==> src/rtl/fetch_pkg.sv <==
// Shared types and constants for the stage-1 fetch unit.
package fetch_pkg;

  localparam int          INSTR_BYTES = 4;
  localparam logic [31:0] NOP_INSTR   = 32'h0000_0013;

  typedef struct packed {
    logic [31:0] pc;
    logic [31:0] instr;
  } fetch_entry_t;

  localparam int ENTRY_W = $bits(fetch_entry_t);

  function automatic logic [31:0] word_align(input logic [31:0] addr);
    return {addr[31:2], 2'b00};
  endfunction

endpackage

==> src/rtl/fetch_if.sv <==
// Fetch unit boundary: memory instruction port, decode handshake and redirect.
interface fetch_if;

  logic [31:0] instr_addr;
  logic        instr_stb;
  logic        instr_ack;
  logic [31:0] instr;
  logic        id_valid;
  logic        id_ready;
  logic [31:0] id_pc;
  logic [31:0] id_instr;
  logic        redirect;
  logic [31:0] redirect_pc;

  modport master (
    output instr_addr, instr_stb, id_valid, id_pc, id_instr,
    input  instr_ack, instr, id_ready, redirect, redirect_pc
  );

  modport slave (
    input  instr_addr, instr_stb, id_valid, id_pc, id_instr,
    output instr_ack, instr, id_ready, redirect, redirect_pc
  );

endinterface

==> src/rtl/fetch_fifo.sv <==
// Small circular FIFO holding {pc,instr} entries between fetch and decode.
module fetch_fifo #(
  parameter  int DEPTH = 2,
  parameter  int W     = 64,
  localparam int CNT_W = $clog2(DEPTH + 1),
  localparam int PTR_W = (DEPTH > 1) ? $clog2(DEPTH) : 1
) (
  input  logic             clk,
  input  logic             rst,
  input  logic             flush,
  input  logic             push,
  input  logic [W-1:0]     din,
  input  logic             pop,
  output logic [W-1:0]     dout,
  output logic [CNT_W-1:0] count,
  output logic             full,
  output logic             empty
);

  logic [W-1:0]     mem_q [DEPTH];
  logic [W-1:0]     mem_d [DEPTH];
  logic [PTR_W-1:0] wr_ptr_q, wr_ptr_d, rd_ptr_q, rd_ptr_d;
  logic [CNT_W-1:0] count_q, count_d;
  logic             push_ok, pop_ok;

  function automatic logic [PTR_W-1:0] ptr_inc(input logic [PTR_W-1:0] p);
    return (p == PTR_W'(DEPTH - 1)) ? '0 : p + PTR_W'(1);
  endfunction

  assign full    = (count_q == CNT_W'(DEPTH));
  assign empty   = (count_q == '0);
  assign count   = count_q;
  assign dout    = mem_q[rd_ptr_q];
  assign pop_ok  = pop & ~empty;
  // a push into a full FIFO is fine when the head leaves in the same cycle
  assign push_ok = push & (~full | pop_ok);

  always_comb begin
    mem_d    = mem_q;
    wr_ptr_d = wr_ptr_q;
    rd_ptr_d = rd_ptr_q;
    count_d  = count_q;
    if (flush) begin
      wr_ptr_d = '0;
      rd_ptr_d = '0;
      count_d  = '0;
    end else begin
      if (push_ok) begin
        mem_d[wr_ptr_q] = din;
        wr_ptr_d        = ptr_inc(wr_ptr_q);
      end
      if (pop_ok) rd_ptr_d = ptr_inc(rd_ptr_q);
      count_d = count_q + CNT_W'(push_ok) - CNT_W'(pop_ok);
    end
  end

  always_ff @(posedge clk) begin
    if (rst) begin
      wr_ptr_q <= '0;
      rd_ptr_q <= '0;
      count_q  <= '0;
    end else begin
      wr_ptr_q <= wr_ptr_d;
      rd_ptr_q <= rd_ptr_d;
      count_q  <= count_d;
    end
  end

  always_ff @(posedge clk) mem_q <= mem_d;

endmodule

==> src/rtl/fetch_unit.sv <==
// Stage-1 instruction fetch: PC, single-outstanding memory request FSM, redirect discard.
// Define FETCH_PREFETCH_EN to buffer BUF_DEPTH words ahead of decode (else one holding entry).
module fetch_unit
  import fetch_pkg::*;
#(
  parameter logic [31:0] RESET_PC  = 32'h0000_0000,
  parameter int          BUF_DEPTH = 2
) (
  input logic     clk,
  input logic     rst,
  fetch_if.master bus
);

`ifdef FETCH_PREFETCH_EN
  localparam bit PREFETCH = 1'b1;
`else
  localparam bit PREFETCH = 1'b0;
`endif

  localparam int DEPTH = PREFETCH ? BUF_DEPTH : 1;
  localparam int CNT_W = $clog2(DEPTH + 1);

  localparam logic [0:0] ST_IDLE = 1'b0;
  localparam logic [0:0] ST_REQ  = 1'b1;

  logic [0:0]       state_q, state_d;
  logic [31:0]      fetch_pc_q, fetch_pc_d;
  logic [31:0]      req_addr_q, req_addr_d;
  logic             discard_q, discard_d;

  logic             push, pop_fire, ack_take, room;
  fetch_entry_t     fifo_din, fifo_head;
  logic [CNT_W-1:0] fifo_count;
  logic             fifo_full, fifo_empty;

  assign pop_fire = ~fifo_empty & bus.id_ready & ~bus.redirect;
  assign ack_take = (state_q == ST_REQ) & bus.instr_ack;
  // the slot freed by a pop this cycle may be reused by the request issued now
  assign room     = (fifo_count - CNT_W'(pop_fire)) < CNT_W'(DEPTH);
  assign fifo_din = '{pc: fetch_pc_q, instr: bus.instr};

  always_comb begin
    state_d    = state_q;
    fetch_pc_d = fetch_pc_q;
    req_addr_d = req_addr_q;
    discard_d  = discard_q;
    push       = 1'b0;
    if (bus.redirect) begin
      fetch_pc_d = word_align(bus.redirect_pc);
      if (ack_take) begin
        state_d   = ST_IDLE;
        discard_d = 1'b0;
      end else if (state_q == ST_REQ) begin
        discard_d = 1'b1;
      end
    end else if (ack_take) begin
      state_d = ST_IDLE;
      if (discard_q) begin
        discard_d = 1'b0;
      end else begin
        push       = ~fifo_full | pop_fire;
        fetch_pc_d = fetch_pc_q + 32'(INSTR_BYTES);
      end
    end else if ((state_q == ST_IDLE) && room) begin
      state_d    = ST_REQ;
      req_addr_d = fetch_pc_q;
    end
  end

  always_ff @(posedge clk) begin
    if (rst) begin
      state_q    <= ST_IDLE;
      fetch_pc_q <= RESET_PC;
      req_addr_q <= RESET_PC;
      discard_q  <= 1'b0;
    end else begin
      state_q    <= state_d;
      fetch_pc_q <= fetch_pc_d;
      req_addr_q <= req_addr_d;
      discard_q  <= discard_d;
    end
  end

  fetch_fifo #(
    .DEPTH (DEPTH),
    .W     (ENTRY_W)
  ) u_fifo (
    .clk   (clk),
    .rst   (rst),
    .flush (bus.redirect),
    .push  (push),
    .din   (fifo_din),
    .pop   (pop_fire),
    .dout  (fifo_head),
    .count (fifo_count),
    .full  (fifo_full),
    .empty (fifo_empty)
  );

  assign bus.instr_stb  = (state_q == ST_REQ);
  assign bus.instr_addr = req_addr_q;
  assign bus.id_valid   = ~fifo_empty;
  assign bus.id_pc      = fifo_empty ? 32'h0 : fifo_head.pc;
  assign bus.id_instr   = fifo_empty ? 32'h0 : fifo_head.instr;

endmodule
==> src/flat_wrapper.sv <==
// flat-port wrapper written by rule: the top's interface ports become plain ports
module fetch_unit_flat import fetch_pkg::*;
#(
  parameter logic [31:0] RESET_PC  = 32'h0000_0000,
  parameter int          BUF_DEPTH = 2
)
  (clk, rst, bus_instr_addr, bus_instr_stb, bus_id_valid, bus_id_pc, bus_id_instr, bus_instr_ack, bus_instr, bus_id_ready, bus_redirect, bus_redirect_pc);
  fetch_if bus_i ();
  input logic clk;
  input logic rst;
  output wire logic [$bits(bus_i.instr_addr)-1:0] bus_instr_addr;
  output wire logic [$bits(bus_i.instr_stb)-1:0] bus_instr_stb;
  output wire logic [$bits(bus_i.id_valid)-1:0] bus_id_valid;
  output wire logic [$bits(bus_i.id_pc)-1:0] bus_id_pc;
  output wire logic [$bits(bus_i.id_instr)-1:0] bus_id_instr;
  input wire logic [$bits(bus_i.instr_ack)-1:0] bus_instr_ack;
  input wire logic [$bits(bus_i.instr)-1:0] bus_instr;
  input wire logic [$bits(bus_i.id_ready)-1:0] bus_id_ready;
  input wire logic [$bits(bus_i.redirect)-1:0] bus_redirect;
  input wire logic [$bits(bus_i.redirect_pc)-1:0] bus_redirect_pc;
  assign bus_instr_addr = bus_i.instr_addr;
  assign bus_instr_stb = bus_i.instr_stb;
  assign bus_id_valid = bus_i.id_valid;
  assign bus_id_pc = bus_i.id_pc;
  assign bus_id_instr = bus_i.id_instr;
  assign bus_i.instr_ack = bus_instr_ack;
  assign bus_i.instr = bus_instr;
  assign bus_i.id_ready = bus_id_ready;
  assign bus_i.redirect = bus_redirect;
  assign bus_i.redirect_pc = bus_redirect_pc;
  fetch_unit #(.RESET_PC(RESET_PC), .BUF_DEPTH(BUF_DEPTH)) u_core (.clk(clk), .rst(rst), .bus(bus_i));
endmodule
==> config.mk <==
export PLATFORM = sky130hd
export DESIGN_NAME = fetch_unit_flat
export DESIGN_NICKNAME = d
export VERILOG_FILES = /design/src/rtl/fetch_pkg.sv /design/src/rtl/fetch_if.sv /design/src/rtl/fetch_fifo.sv /design/src/rtl/fetch_unit.sv /design/src/flat_wrapper.sv
export SDC_FILE = /design/constraint.sdc
export NUM_CORES = 1
export LEC_CHECK = 0
export BUFFER_PORTS_ARGS = -buffer_cell sky130_fd_sc_hd__buf_4
export CORE_ASPECT_RATIO = 1.2
export CORE_MARGIN = 2
export CORE_UTILIZATION = 50
export DETAILED_ROUTE_END_ITERATION = 8
export PLACE_DENSITY = 0.88
export SKIP_CTS_REPAIR_TIMING = 1
export SLEW_MARGIN = 20
export SYNTH_ARGS = -nofsm -noshare
export SYNTH_HDL_FRONTEND = slang
export SYNTH_SLANG_ARGS = --single-unit
==> constraint.sdc <==
create_clock -name clk -period 7.5 [get_ports clk]
set_input_delay 0.75 -clock clk [delete_from_list [all_inputs] [get_ports clk]]
set_output_delay 0.75 -clock clk [all_outputs]
set_load 0.01 [all_outputs]
==> out/metrics.cfg <==
[sta]
finalHoldViolations = 0
slew_headroom_pct = 37.22
worst_slew_pin_slew_ns = 0.9331
setup_tns_ns = 0
finalSetupViolCount = 0
timing.fmax_mhz = 352.6
drv_slew = 0
post-route-period-util_pct = 37.81
holdWs_ns = 0.4560
rsz0062_at_grt = false
fin_worst_skew_ns = 0.008607
timing.final.crit_period_ns = 2.836

[grt]
grt_max_degree = 68
grt_overflow = 0
grt_pass1_wl_um = 19440
use_met2_pct = 37.04
track_usage_pct = 21.89
antenna_found_initial = 0
grt_pass1_vias = 3918
grt.busiest_layer = met2
grtUsageMet1_pct = 26.63
met3_usage_pct = 5.971

[routing]
ant_nets = 0
wl_per_cell_um = 15.66
firstDrtPassIters = 5
drcViolationCount = 0
drtIter0Drc = 184
avgViaCountPerCell = 5.146
drt-total-wl_um = 12200
vias = 4009

[power]
p_per_area_nw_per_um2 = 234.8
leakagePower_nw = 2.841
finalPower_mw = 1.642
peakVddDrop_mv = 0.1385

[synthesis]
yosys_warnings = 0
synth.area.top_cells = edfxtp_1 36%, dfxtp_1 24%, and2_1 7.7%, nand2_1 5.4%, a21oi_1 3.9%
yosysTopAreaCellShare_pct = 35.88
synthFlopType = dfxtp_1
synth_area_leader_cell = edfxtp_1
ys_seq_area_share_pct = 60.19
syn-instance-count = 489
synth_cell_types = 38
ys_seq_elements = 125
syn_area_um2 = 5189
synth-edff-count = 62
async_reset_ff_share_pct = 0
avgSynthCellArea_um2 = 10.61

[placed_design]
port_buffers = 160
hpwl_um = 8246
dp_cells = 747
place_congestion = 0.8633

[clock_network]
worstSkewPairLatency_ns = 0.41
clockRootBuffer = clkbuf_16
cts_inserted_buffers = 17
clk_pin_slew_ns = 0.05
cts_tree = built
max-clock-path-buffers = 2
htree_levels = 4
clock-sinks = 125

[critical_path]
crit_top_cell = buf_4
critPathKind = in -> reg
crit_chain = buf_4 > inv_2 > nand3_1 > ha_1 > nor3_2 > buf_4
r2r-start = u_core.u_fifo.count$_SDFF_PP0_
cp.arrival_ns = 2.86
critPathLaunch = bus_redirect
cpPeakStageDelay_ns = 0.62
slowest_stage = buf_4
crit_required_ns = 7.53
rr_worst_depth = 4
critPathMaxFanout = 62
crit_path_end_kind = flop
critPathLaunchType = primary input

[min_path]
hold_depth = 2
hp-class = reg -> reg
min_from = u_core.bus.instr_addr[16]$_SDFFE_PP0P_

[cells_and_area]
syn2layout_area_growth_pct = 34.80
drive_gt1_share_pct = 31.55
fin_cells = 779
nNetsFinal = 712
n_antenna_cell = 0

[outcome]
status = complete, no violations

[floorplan]
dieHeight_um = 115.6
coreArea_um2 = 10060
io_pins = 167
die-area_um2 = 11210
rows = 40
start_util_pct = 51.58
dieWidth_um = 97.00

[job]
cap_violations = 0

[sequential cells by signal, summed over array words and instances, names as in the netlist]
| signal | flops |
|---|---|
| u_core.discard_q | 1 |
| u_core.fetch_pc_q | 30 |
| u_core.u_fifo.count | 1 |
| u_core.bus.instr_addr | 30 |
| u_core.bus.instr_stb | 1 |
| u_core.u_fifo.mem_q | 62 |
[Yosys cell counts, drive strengths merged, types with 2 or more instances]
cell    count
inv        10
mux2i       5
and2       64
nand3      10
xor2       12
a211oi     18
nand2      75
clkbuf     24
or3         2
dfxtp      63
edfxtp     62
or4         2
nor3       11
xnor2      18
nand4      10
nor4        8
a21oi      40
ha          3
nor2       29
and3        5
buf         8
[placed cells by master (no fill, tap or decap), types with 7 or more instances in the layout]
cell type / netlist / final
a211oi_1: 18 / 18
a21oi_1: 40 / 40
and2_1: 64 / 63
buf_4: 4 / 161
clkbuf_16: 0 / 17
dfxtp_1: 63 / 62
edfxtp_1: 62 / 62
inv_1: 9 / 9
nand2_1: 75 / 74
nand3_1: 10 / 10
nand4_1: 9 / 9
nor2_1: 29 / 29
nor3_1: 8 / 7
xnor2_1: 18 / 18
xor2_1: 12 / 12
[routing by layer]
layer	wire length, µm	share of wire (%)	vias up
met2	6207	51	164
met5	0	0	-
met1	4988	41	1855
met4	174	1.4	0
li1	-	-	1975
met3	832	6.8	15
[report_power, final]
group	internal, mW	switching (mW)
clock	0.470	0.283
combinational	0.0577	0.0597
sequential	0.745	0.0263
total	1.27	0.369
[worst paths after layout]
path | slack [ns] | to
max reg2reg | 4.89 | u_core.u_fifo.mem_q[43]$_DFFE_PP_
min reg2reg | 0.46 | u_core.bus.instr_addr[16]$_SDFFE_PP0P_
min | 0.46 | u_core.bus.instr_addr[16]$_SDFFE_PP0P_
max | 4.66 | u_core.u_fifo.mem_q[43]$_DFFE_PP_
[cells by family (layout without fill, tap and decap cells)]
logic type / Yosys count / in the layout / synth area share, %
buf+inv: 42 / 203 / 3.352
simple gates: 222 / 222 / 22.76
xor+xnor: 30 / 30 / 5.064
compound gates: 61 / 61 / 6.872
flops: 125 / 125 / 60.19
other cells: 1 / 4 / 0.07227
mux: 5 / 5 / 0.9646
fa+ha+maj: 3 / 3 / 0.7235
[metrics by stage]
stage / instance area, µm² / setup slack, ns / utilization, %
after floorplan: 5200 / 1.054 / -
after CTS: 6990 / 4.452 / 69.49
final: 6994 / 4.664 / 69.53
after global routing: 6994 / 4.430 / 69.53
after global placement: 6436 / 4.151 / 63.98
after detailed placement: 6436 / 4.046 / 63.98
[worst max-delay path: cells and delay by family]
family | cells | cell delay, ns
adder cells (fa/ha/maj) | 1 | 0.27
buffers and inverters | 3 | 1.39
AND/OR/NAND/NOR | 2 | 0.36
[layout make-up]
cell class	instances	area, µm²
clock inverters	11	93.84
well taps	126	157.7
fillers	744	3065
clock buffers	21	460.4
multi-input cells	325	1912
inverters	10	37.54
repair buffers	161	1209
flip-flops and latches	125	3124
(Power assumes the default switching activity.)
